## src/rtl/alu_arbiter_pkg.sv

```systemverilog
// Shared types for the two-requester ALU arbiter: op encodings, FSM states, flag bundle.
package alu_arbiter_pkg;

  localparam int DATA_W = 4;
  localparam int OP_W   = 3;

  typedef enum logic [OP_W-1:0] {
    OP_ADD = 3'b000,
    OP_SUB = 3'b001,
    OP_NOT = 3'b010,
    OP_AND = 3'b011,
    OP_OR  = 3'b100,
    OP_XOR = 3'b101,
    OP_SLT = 3'b110,
    OP_EQ  = 3'b111
  } alu_op_t;

  typedef enum logic {
    S_IDLE = 1'b0,
    S_RESP = 1'b1
  } arb_state_t;

  typedef struct packed {
    logic zero;
    logic overflow;
    logic carry;
    logic size;
  } alu_flags_t;

endpackage

```

## src/rtl/alu_arbiter_if.sv

```systemverilog
// Request/response bus of the ALU arbiter; master = requesters + response sink, slave = arbiter.
interface alu_arbiter_if;
  import alu_arbiter_pkg::*;

  logic              req0_valid;
  logic              req0_ready;
  logic [DATA_W-1:0] req0_a;
  logic [DATA_W-1:0] req0_b;
  logic [OP_W-1:0]   req0_op;

  logic              req1_valid;
  logic              req1_ready;
  logic [DATA_W-1:0] req1_a;
  logic [DATA_W-1:0] req1_b;
  logic [OP_W-1:0]   req1_op;

  logic              resp_valid;
  logic              resp_ready;
  logic              resp_id;
  logic [DATA_W-1:0] resp_result;
  logic              resp_zero;
  logic              resp_overflow;
  logic              resp_carry;
  logic              resp_size;

  modport master (
    output req0_valid, req0_a, req0_b, req0_op,
    output req1_valid, req1_a, req1_b, req1_op,
    output resp_ready,
    input  req0_ready, req1_ready,
    input  resp_valid, resp_id, resp_result,
    input  resp_zero, resp_overflow, resp_carry, resp_size
  );

  modport slave (
    input  req0_valid, req0_a, req0_b, req0_op,
    input  req1_valid, req1_a, req1_b, req1_op,
    input  resp_ready,
    output req0_ready, req1_ready,
    output resp_valid, resp_id, resp_result,
    output resp_zero, resp_overflow, resp_carry, resp_size
  );

endinterface

```

## src/rtl/alu_arbiter_alu4_core.sv

```systemverilog
// Combinational 4-bit ALU shared by both requesters of alu_arbiter.
module alu4_core
  import alu_arbiter_pkg::*;
(
  input  logic [DATA_W-1:0] a,
  input  logic [DATA_W-1:0] b,
  input  logic [OP_W-1:0]   op,
  output logic [DATA_W-1:0] result,
  output alu_flags_t        flags
);

  logic [DATA_W:0] sum_w;
  logic [DATA_W:0] diff_w;

  always_comb begin
    sum_w  = {1'b0, a} + {1'b0, b};
    // carry out of a + ~b + 1 is the "no borrow" indication
    diff_w = {1'b0, a} + {1'b0, ~b} + {{DATA_W{1'b0}}, 1'b1};
    result = '0;
    flags  = '0;
    case (alu_op_t'(op))
      OP_ADD: begin
        result         = sum_w[DATA_W-1:0];
        flags.carry    = sum_w[DATA_W];
        flags.overflow = (a[DATA_W-1] == b[DATA_W-1]) && (sum_w[DATA_W-1] != a[DATA_W-1]);
      end
      OP_SUB, OP_SLT, OP_EQ: begin
        result         = diff_w[DATA_W-1:0];
        flags.carry    = diff_w[DATA_W];
        flags.overflow = (a[DATA_W-1] != b[DATA_W-1]) && (diff_w[DATA_W-1] != a[DATA_W-1]);
      end
      OP_NOT:  result = ~a;
      OP_AND:  result = a & b;
      OP_OR:   result = a | b;
      OP_XOR:  result = a ^ b;
      default: result = '0;
    endcase
    flags.zero = (result == '0);
    if (alu_op_t'(op) == OP_SLT)
      flags.size = result[DATA_W-1] ^ flags.overflow;
    else if (alu_op_t'(op) == OP_EQ)
      flags.size = (a == b);
  end

endmodule

```

## src/rtl/alu_arbiter.sv

```systemverilog
// Round-robin arbiter sharing one 4-bit ALU between two requesters, one op in flight.
// Optional grant statistics counters enabled by defining ALU_ARB_STATS_EN.
module alu_arbiter
  import alu_arbiter_pkg::*;
#(
  parameter int CNT_W = 8
) (
  input  logic               clk,
  input  logic               rst_n,
  alu_arbiter_if.slave       bus
`ifdef ALU_ARB_STATS_EN
  ,
  output logic [CNT_W-1:0]   grant_cnt0,
  output logic [CNT_W-1:0]   grant_cnt1
`endif
);

  if (CNT_W < 1) begin : g_cnt_w_check
    $error("CNT_W must be at least 1");
  end

  arb_state_t        state;
  logic              ptr;
  logic              gnt0;
  logic              gnt1;
  logic [DATA_W-1:0] sel_a;
  logic [DATA_W-1:0] sel_b;
  logic [OP_W-1:0]   sel_op;
  logic [DATA_W-1:0] alu_result;
  alu_flags_t        alu_flags;

  logic              vld_p1;
  logic              id_p1;
  logic [DATA_W-1:0] result_p1;
  alu_flags_t        flags_p1;

  // p0: arbitration and operand select, same cycle as the request
  always_comb begin
    gnt0 = 1'b0;
    gnt1 = 1'b0;
    if (rst_n && (state == S_IDLE)) begin
      gnt0 = bus.req0_valid && (!bus.req1_valid || !ptr);
      gnt1 = bus.req1_valid && (!bus.req0_valid ||  ptr);
    end
  end

  assign bus.req0_ready = gnt0;
  assign bus.req1_ready = gnt1;

  assign sel_a  = gnt1 ? bus.req1_a  : bus.req0_a;
  assign sel_b  = gnt1 ? bus.req1_b  : bus.req0_b;
  assign sel_op = gnt1 ? bus.req1_op : bus.req0_op;

  alu4_core u_alu (
    .a      (sel_a),
    .b      (sel_b),
    .op     (sel_op),
    .result (alu_result),
    .flags  (alu_flags)
  );

  // p1: response register, held until the sink takes it
  always_ff @(posedge clk) begin
    if (!rst_n) begin
      state     <= S_IDLE;
      ptr       <= 1'b0;
      vld_p1    <= 1'b0;
      id_p1     <= 1'b0;
      result_p1 <= '0;
      flags_p1  <= '0;
    end else begin
      case (state)
        S_IDLE: begin
          if (gnt0 || gnt1) begin
            state     <= S_RESP;
            vld_p1    <= 1'b1;
            id_p1     <= gnt1;
            result_p1 <= alu_result;
            flags_p1  <= alu_flags;
            ptr       <= gnt0;
          end
        end
        S_RESP: begin
          if (bus.resp_ready) begin
            state  <= S_IDLE;
            vld_p1 <= 1'b0;
          end
        end
        default: state <= S_IDLE;
      endcase
    end
  end

  assign bus.resp_valid    = vld_p1;
  assign bus.resp_id       = id_p1;
  assign bus.resp_result   = result_p1;
  assign bus.resp_zero     = flags_p1.zero;
  assign bus.resp_overflow = flags_p1.overflow;
  assign bus.resp_carry    = flags_p1.carry;
  assign bus.resp_size     = flags_p1.size;

`ifdef ALU_ARB_STATS_EN
  always_ff @(posedge clk) begin
    if (!rst_n) begin
      grant_cnt0 <= '0;
      grant_cnt1 <= '0;
    end else begin
      if (gnt0 && (grant_cnt0 != '1)) grant_cnt0 <= grant_cnt0 + CNT_W'(1);
      if (gnt1 && (grant_cnt1 != '1)) grant_cnt1 <= grant_cnt1 + CNT_W'(1);
    end
  end
`endif

  // Ready is only raised for a valid source, so the transfer completes while valid is held
  a_req0_hold: assert property (@(posedge clk) disable iff (!rst_n) bus.req0_ready |-> bus.req0_valid);
  a_req1_hold: assert property (@(posedge clk) disable iff (!rst_n) bus.req1_ready |-> bus.req1_valid);
  a_resp_stable: assert property (@(posedge clk) disable iff (!rst_n)
    (vld_p1 && !bus.resp_ready) |=> (vld_p1 && $stable(result_p1) && $stable(flags_p1) && $stable(id_p1)));

endmodule

```

## src/flat_wrapper.sv

```systemverilog
// flat-port wrapper written by rule: the top's interface ports become plain ports
module alu_arbiter_flat import alu_arbiter_pkg::*;
#(
  parameter int CNT_W = 8
)
  (clk, rst_n, bus_req0_valid, bus_req0_a, bus_req0_b, bus_req0_op, bus_req1_valid, bus_req1_a, bus_req1_b, bus_req1_op, bus_resp_ready, bus_req0_ready, bus_req1_ready, bus_resp_valid, bus_resp_id, bus_resp_result, bus_resp_zero, bus_resp_overflow, bus_resp_carry, bus_resp_size);
  alu_arbiter_if bus_i ();
  input  logic clk;
  input  logic rst_n;
  input wire logic [$bits(bus_i.req0_valid)-1:0] bus_req0_valid;
  input wire logic [$bits(bus_i.req0_a)-1:0] bus_req0_a;
  input wire logic [$bits(bus_i.req0_b)-1:0] bus_req0_b;
  input wire logic [$bits(bus_i.req0_op)-1:0] bus_req0_op;
  input wire logic [$bits(bus_i.req1_valid)-1:0] bus_req1_valid;
  input wire logic [$bits(bus_i.req1_a)-1:0] bus_req1_a;
  input wire logic [$bits(bus_i.req1_b)-1:0] bus_req1_b;
  input wire logic [$bits(bus_i.req1_op)-1:0] bus_req1_op;
  input wire logic [$bits(bus_i.resp_ready)-1:0] bus_resp_ready;
  output wire logic [$bits(bus_i.req0_ready)-1:0] bus_req0_ready;
  output wire logic [$bits(bus_i.req1_ready)-1:0] bus_req1_ready;
  output wire logic [$bits(bus_i.resp_valid)-1:0] bus_resp_valid;
  output wire logic [$bits(bus_i.resp_id)-1:0] bus_resp_id;
  output wire logic [$bits(bus_i.resp_result)-1:0] bus_resp_result;
  output wire logic [$bits(bus_i.resp_zero)-1:0] bus_resp_zero;
  output wire logic [$bits(bus_i.resp_overflow)-1:0] bus_resp_overflow;
  output wire logic [$bits(bus_i.resp_carry)-1:0] bus_resp_carry;
  output wire logic [$bits(bus_i.resp_size)-1:0] bus_resp_size;
  assign bus_i.req0_valid = bus_req0_valid;
  assign bus_i.req0_a = bus_req0_a;
  assign bus_i.req0_b = bus_req0_b;
  assign bus_i.req0_op = bus_req0_op;
  assign bus_i.req1_valid = bus_req1_valid;
  assign bus_i.req1_a = bus_req1_a;
  assign bus_i.req1_b = bus_req1_b;
  assign bus_i.req1_op = bus_req1_op;
  assign bus_i.resp_ready = bus_resp_ready;
  assign bus_req0_ready = bus_i.req0_ready;
  assign bus_req1_ready = bus_i.req1_ready;
  assign bus_resp_valid = bus_i.resp_valid;
  assign bus_resp_id = bus_i.resp_id;
  assign bus_resp_result = bus_i.resp_result;
  assign bus_resp_zero = bus_i.resp_zero;
  assign bus_resp_overflow = bus_i.resp_overflow;
  assign bus_resp_carry = bus_i.resp_carry;
  assign bus_resp_size = bus_i.resp_size;
  alu_arbiter #(.CNT_W(CNT_W)) u_core (.clk(clk), .rst_n(rst_n), .bus(bus_i));
endmodule
```

## config.mk

```make
export PLATFORM = sky130hd
export DESIGN_NAME = alu_arbiter_flat
export DESIGN_NICKNAME = d
export VERILOG_FILES = /design/src/rtl/alu_arbiter_pkg.sv /design/src/rtl/alu_arbiter_if.sv /design/src/rtl/alu_arbiter_alu4_core.sv /design/src/rtl/alu_arbiter.sv /design/src/flat_wrapper.sv
export SDC_FILE = /design/constraint.sdc
export NUM_CORES = 1
export LEC_CHECK = 0
export BUFFER_PORTS_ARGS = -buffer_cell sky130_fd_sc_hd__buf_2
export CELL_PAD_IN_SITES_DETAIL_PLACEMENT = 1
export CELL_PAD_IN_SITES_GLOBAL_PLACEMENT = 1
export CORE_ASPECT_RATIO = 1.75
export CORE_MARGIN = 2
export CORE_UTILIZATION = 38
export CTS_CLUSTER_DIAMETER = 150
export DETAILED_ROUTE_END_ITERATION = 12
export GPL_TIMING_DRIVEN = 0
export HOLD_SLACK_MARGIN = 0.02
export PLACE_DENSITY_LB_ADDON = 0.1
export SLEW_MARGIN = 20
export SYNTH_ARGS = -nofsm -noshare
export SYNTH_HDL_FRONTEND = slang
export SYNTH_SLANG_ARGS = --single-unit
```

## constraint.sdc

```tcl
create_clock -name clk -period 4 [get_ports clk]
set_input_delay 0.4 -clock clk [delete_from_list [all_inputs] [get_ports clk]]
set_output_delay 0.4 -clock clk [all_outputs]
set_load 0.05 [all_outputs]
```

Yosys cells after proc, flatten, opt, wreduce, memory -nomap -nowiden. Cells that the tools add are included. Widths: inputs -> output; s select.

Word-level logic and storage cells: 64. Input bits: 27. Output and inout port bits: 12. Register bits: 12.

Eq/ne operators: 14. Bitwise gates (word level): 7. Multiplexer cells: 15. Reductions and logical operators: 16. $add $sub $neg: 3.

Operators with widths (number): $pmux 4 s6 (1); $eq 3x3->1 const B (4); $add 4x4->5 (2); $mux 1 (8); $mux 4 (2); $not 4->4 (2); $eq 3x2->1 const B (2); $add 5x1->5 const B (1); $logic_and 1x1->1 (5); $and 4x4->4 (1); $eq 4x4->1 (1); $logic_not 4->1 (1); $ne 2x2->1 const B (2); $or 4x4->4 (1); $pmux 1 s2 (2); $pmux 2 s2 (1); $reduce_and 2->1 (2); $xor 4x4->4 (1); $eq 3x1->1 const B (1); $logic_not 1->1 (3); $logic_not 3->1 (1); $logic_or 1x1->1 (3); $mux 3 (1); $ne 1x1->1 (3); other kinds (4) (4).

Logic depth before layout (Yosys ltp).
Depth after elaboration: 13. Mapped depth: 15. Depth with buffers taken out: 14.

Modules after synthesis. A second synthesis with hierarchy kept.

Cell total of the unflattened synthesis: 167. Area total of the unflattened synthesis: 1360.1 sq um.

By module, submodules not included: alu4_core (area an instance 695.7 sq um, instances 1, cells each 98, sequential area each 0.0 sq um); alu_arbiter (area an instance 664.4 sq um, instances 1, cells each 69, sequential area each 240.2 sq um).

Worst setup path before layout. Ideal clock, no wire load.

Kind: in2reg. Start point: input port rst_n. End point: register u_core.flags_p1 (netlist bit u_core.bus.resp_size). Required time: 3.879 ns. Cell stages on the path: 15. Arrival time: 2.742 ns. Buffers on the path: 3. Path slack: 1.137 ns. Setup time: 0.121 ns. Cells stage by stage: and2b_4 > nand3_4 > buf_2 > buf_2 > nand2_1 > nand2_1 > inv_1 > ha_1 > clkbuf_1 > nand2_1 > mux2_2 > a31o_2 > a31oi_2 > xnor2_1 > o21ai_1.

Word-level cells in the longest chain between the ends: 11. Elaborated cells between the ends (all ways): 37. Classes of those cells: add/sub: 3; eq/ne: 12; mux: 9; bitwise: 6; reduce/logical: 7.

Ends and longest elaborated chain: start: declaration (line flat_wrapper.sv:9) `input logic rst_n;`; $logic_and 1x1->1 (line alu_arbiter.sv:41) `if (rst_n && (state == S_IDLE)) begin`; $mux 1 (line alu_arbiter.sv:41); $mux 4 (line alu_arbiter.sv:51) `assign sel_b = gnt1 ? bus.req1_b : bus.req0_b;`; $not 4->4 (line alu_arbiter_alu4_core.sv:18) `diff_w = {1'b0, a} + {1'b0, ~b} + {{DATA_W{1'b0}}, 1'b1};`; $add 4x4->5 (line alu_arbiter_alu4_core.sv:18); $add 5x1->5 (line alu_arbiter_alu4_core.sv:18); $ne 1x1->1 (line alu_arbiter_alu4_core.sv:30) `flags.overflow = (a[DATA_W-1] != b[DATA_W-1]) && (diff_w[DATA_W-1] != a[DATA_W-1]);`; $logic_and 1x1->1 (line alu_arbiter_alu4_core.sv:30); $pmux 2 s2 (line alu_arbiter_alu4_core.sv:21) `case (alu_op_t'(op))`; $xor 1x1->1 (line alu_arbiter_alu4_core.sv:40) `flags.size = result[DATA_W-1] ^ flags.overflow;`; $mux 1 (line alu_arbiter_alu4_core.sv:39) `if (alu_op_t'(op) == OP_SLT)`; end signal: assignment (line alu_arbiter.sv:79) `flags_p1 <= alu_flags;`; end: declaration (line alu_arbiter.sv:35) `alu_flags_t flags_p1;`.

Parallel ways exist; a longest one is shown, timed or not. A chain may end at the register's enable or synchronous reset.

Worst setup path in the final report.
Start point: register u_core.state. End point: register u_core.flags_p1 (netlist bit u_core.bus.resp_size).

Word-level cells in the longest chain between the ends: 12. Elaborated cells between the ends (all ways): 38. Classes of those cells: add/sub: 3; eq/ne: 12; mux: 9; bitwise: 7; reduce/logical: 7.

Ends and longest elaborated chain: start: declaration (line alu_arbiter.sv:22) `arb_state_t state;`; start signal: assignment (line alu_arbiter.sv:65) `state <= S_IDLE;`; start signal: assignment (line alu_arbiter.sv:75) `state <= S_RESP;`; start signal: assignment (line alu_arbiter.sv:85) `state <= S_IDLE;`; $not 1->1 (no source line) (*); $logic_and 1x1->1 (line alu_arbiter.sv:41); $mux 1 (line alu_arbiter.sv:41); $mux 4 (line alu_arbiter.sv:51); $not 4->4 (line alu_arbiter_alu4_core.sv:18); $add 4x4->5 (line alu_arbiter_alu4_core.sv:18); $add 5x1->5 (line alu_arbiter_alu4_core.sv:18); $ne 1x1->1 (line alu_arbiter_alu4_core.sv:30); $logic_and 1x1->1 (line alu_arbiter_alu4_core.sv:30); $pmux 2 s2 (line alu_arbiter_alu4_core.sv:21); $xor 1x1->1 (line alu_arbiter_alu4_core.sv:40); $mux 1 (line alu_arbiter_alu4_core.sv:39).

Every way passes the cells marked *; elsewhere a longest branch is shown, timed or not.

==> flow_summary.json <==
{
  "r2r_slack_ns": 0.74,
  "pre_cts_ws_ns": 0.5617,
  "hold_buffers": 0,
  "startpoint_type": "register",
  "clkTransAtPathRegs_ns": 0.05,
  "yosysSeqAreaShare_pct": 15.99,
  "p_sw_mw": 0.2154,
  "io_buffers": 35,
  "grt_pass1_vias": 1691,
  "start_util_pct": 39.25,
  "dr.first_iter.drc_count": 28,
  "ys_top_cells_by_area": "dfxtp_1 16%, ha_1 10%, nand2_1 8.5%",
  "p_leak_nw": 0.8525,
  "chipHeight_um": 87.19,
  "max_freq_ghz": 0.3064,
  "tightest_slew_ns": 0.6020,
  "critPathKind": "register to register",
  "arrival_ns": 3.40,
  "final_nets": 286,
  "synth_edf_count": 0,
  "rsz0062_at_grt": "false",
  "dp_hpwl_mm": 3.952,
  "cts_buffers": 3,
  "synthTopCellsByCount": "34 x nand2_1, 16 x inv_1, 13 x a21oi_1, 12 x dfxtp_1, 12 x ha_1",
  "slew_viol_final": 0,
  "syn_inst": 205,
  "drv_cap": 0,
  "grt.total_usage_pct": 23.09,
  "synthToLayoutAreaGrowth_pct": 19.32,
  "grt_overflow_total": 0,
  "hold_path_class": "input pin to register",
  "yosysWarnings": 0,
  "power.internal_mw": 0.3092,
  "synth_top_area_share_pct": 15.99,
  "fin_crit_sh_pct": 81.59,
  "ios": 39,
  "wl_per_cell_um": 16.32,
  "drtPass1Iterations": 4,
  "setup_viol": 0,
  "path_delay_family": "buffers and inverters",
  "synth.avg_cell_area_um2": 7.330,
  "clock_sinks": 12,
  "powerDensity_nw_per_um2": 292.6,
  "finalHoldViolCount": 0,
  "cp_data_required_time_ns": 4.13,
  "drc": 0,
  "fin_cells": 292,
  "status": "finished, final reports clean",
  "postCtsSetupRepairBufs": 0,
  "drive_gt1_share_pct": 23.36,
  "antenna_found_initial": 0,
  "total_power_mw": 0.5246,
  "clockRootBuffer": "clkbuf_8",
  "via_count": 1624,
  "end_kind": "register",
  "tritoncts": "done",
  "antenna_cells": 0,
  "slew_headroom_pct": 59.60,
  "combPwrFrac_pct": 48.4,
  "rows": 30,
  "fin_tns_setup_ns": 0,
  "setup_ws_ns": 0.7366,
  "post_cts_resized": 0,
  "ys_ff_latch": 12,
  "r2r_cells": 15,
  "place.gp.congestion": 0.9374,
  "die_area_um2": 4493,
  "clock_latency_ns": 0.24,
  "hold_path_depth": 3,
  "power.share.clock_pct": 25.6,
  "clockBufferDepth": 2,
  "synth.most_common_cell": "nand2_1",
  "min-delay-start": "bus_resp_ready",
  "grt_max_degree": 11,
  "core_area_um2": 3829,
  "power_frac_seq_pct": 25.9,
  "slowest_stage": "clkbuf_1",
  "whs_endpoint": "u_core.bus.resp_valid",
  "fin_skew_ns": 0.001270,
  "rr_endpoint": "u_core.bus.resp_size",
  "crit_fanout": 10,
  "place_inst": 288,
  "path_cells": "and2b_4, nand3_4, buf_2, buf_2, nand2_1, nand2_1, inv_1, ha_1, clkbuf_1, nand2_1, mux2_2, a31o_2, a31oi_2, xnor2_1, o21ai_1",
  "r2r_start": "u_core.state",
  "synthArstFlopShare_pct": 0,
  "wl_mm": 4.766,
  "cp_common_cell": "nand2_1",
  "ir_drop_uv": 269.2,
  "min_period_ns": 3.263,
  "cpPeakStageDelay_ns": 0.36,
  "syn_nets": 246,
  "synth_area_um2": 1503,
  "worst-path-buf-inv": 4,
  "synth-main-ff-cell": "dfxtp_1",
  "die_x_um": 51.54,
  "postRouteAntennaNets": 0,
  "via_per_inst": 5.562,
  "htree_levels": 1,
  "grt_pass1_wl_mm": 7.824,
  "synth_cell_types": 49,
  "p_sw_share_pct": 41.06,
  "synth_area_leader_cell": "dfxtp_1"
}
[per-stage QoR]
step | hold slack [ns] | instance area, µm² | util, %
4_1_cts | 0.4549 | 1793 | 46.83
3_5_place_dp | 0.4459 | 1738 | 45.39
6_report | 0.4511 | 1793 | 46.83
2_1_floorplan | 0.4554 | 1503 | -
3_3_place_gp | 0.4405 | 1738 | 45.39
5_1_grt | 0.4634 | 1793 | 46.83
[cell type report]
type / instances / area (µm²)
Buffer: 10 / 47.55
Clock buffer: 4 / 55.05
Fill cell: 524 / 2036
Inverter: 17 / 66.31
Multi-Input combinational cell: 166 / 1149
Sequential cell: 12 / 240.2
Tap cell: 48 / 60.06
Timing Repair Buffer: 35 / 175.2
[kinds of logic (layout without fill, tap and decap cells)]
kind of cell	count (synthesis)	after routing	share of synthesized area, %
compound gates	55	55	25.23
simple gates	80	80	26.56
mux	10	10	7.910
buf+inv	27	66	7.577
xor+xnor	7	7	4.080
flops	12	12	15.99
fa+ha+maj	14	14	12.66
[worst max path at each step]
stage / startpoint / endpoint / cells after the start
after floorplan: rst_n / u_core.bus.resp_size / 15
after global placement: rst_n / u_core.bus.resp_size / 15
after detailed placement: rst_n / u_core.bus.resp_size / 16
after CTS: u_core.state / u_core.bus.resp_size / 15
after global routing: u_core.state / u_core.bus.resp_result[3] / 15
final: u_core.state / u_core.bus.resp_size / 15
[layer usage]
| layer | share of wire [%] | wire length (µm) | GRT usage (%) |
|---|---|---|---|
| met5 | 0 | 0 | 0 |
| met3 | 2.5 | 120 | 0.6873 |
| met2 | 57 | 2697 | 45.57 |
| met1 | 37 | 1751 | 23.82 |
| met4 | 4.1 | 196 | 10.77 |
[placed cells by master, fill, tap and decap left out, drive strengths merged, types with 2 or more instances in the layout]
cell type	netlist	routed
ha	12	12
a211oi	2	2
o21ai	11	11
a31oi	5	5
o22ai	2	2
a2111oi	4	4
nor3b	5	5
nor2	9	9
fa	2	2
a21boi	5	5
a21oi	13	13
o21bai	2	2
nor3	6	6
nor2b	8	8
xnor2	6	6
dfxtp	12	12
o21a	2	2
a21o	2	2
inv	17	17
o211a	2	2
mux2i	8	8
nand2	34	34
clkbuf	4	8
or2	2	2
nand3	10	10
buf	6	41
mux2	2	2
[power groups by stage]
stage	combinational, mW	sequential, mW	clock (mW)
after floorplan	0.154	0.169	0
final	0.254	0.136	0.134
after CTS	0.257	0.136	0.136
after detailed placement	0.255	0.139	0
after global placement	0.252	0.138	0
after global routing	0.281	0.137	0.142
[registers in the layout, summed over array words and instances (netlist names)]
| signal | flops |
|---|---|
| u_core.ptr | 1 |
| u_core.bus.resp_id | 1 |
| u_core.bus.resp_size | 1 |
| u_core.bus.resp_zero | 1 |
| u_core.bus.resp_valid | 1 |
| u_core.bus.resp_result | 4 |
| u_core.state | 1 |
| u_core.bus.resp_carry | 1 |
| u_core.bus.resp_overflow | 1 |
[worst register-to-register path: cells and delay by family (launching register included)]
| kind | cells | cell delay (ns) |
|---|---|---|
| AO/OA/AOI/OAI | 3 | 0.50 |
| XOR/XNOR | 1 | 0.15 |
| adder cells (fa/ha/maj) | 1 | 0.27 |
| buffers and inverters | 4 | 0.96 |
| flip-flops | 1 | 0.35 |
| multiplexers | 1 | 0.27 |
| AND/OR/NAND/NOR | 5 | 0.66 |
Note: power is estimated with default switching activity, not from simulation.
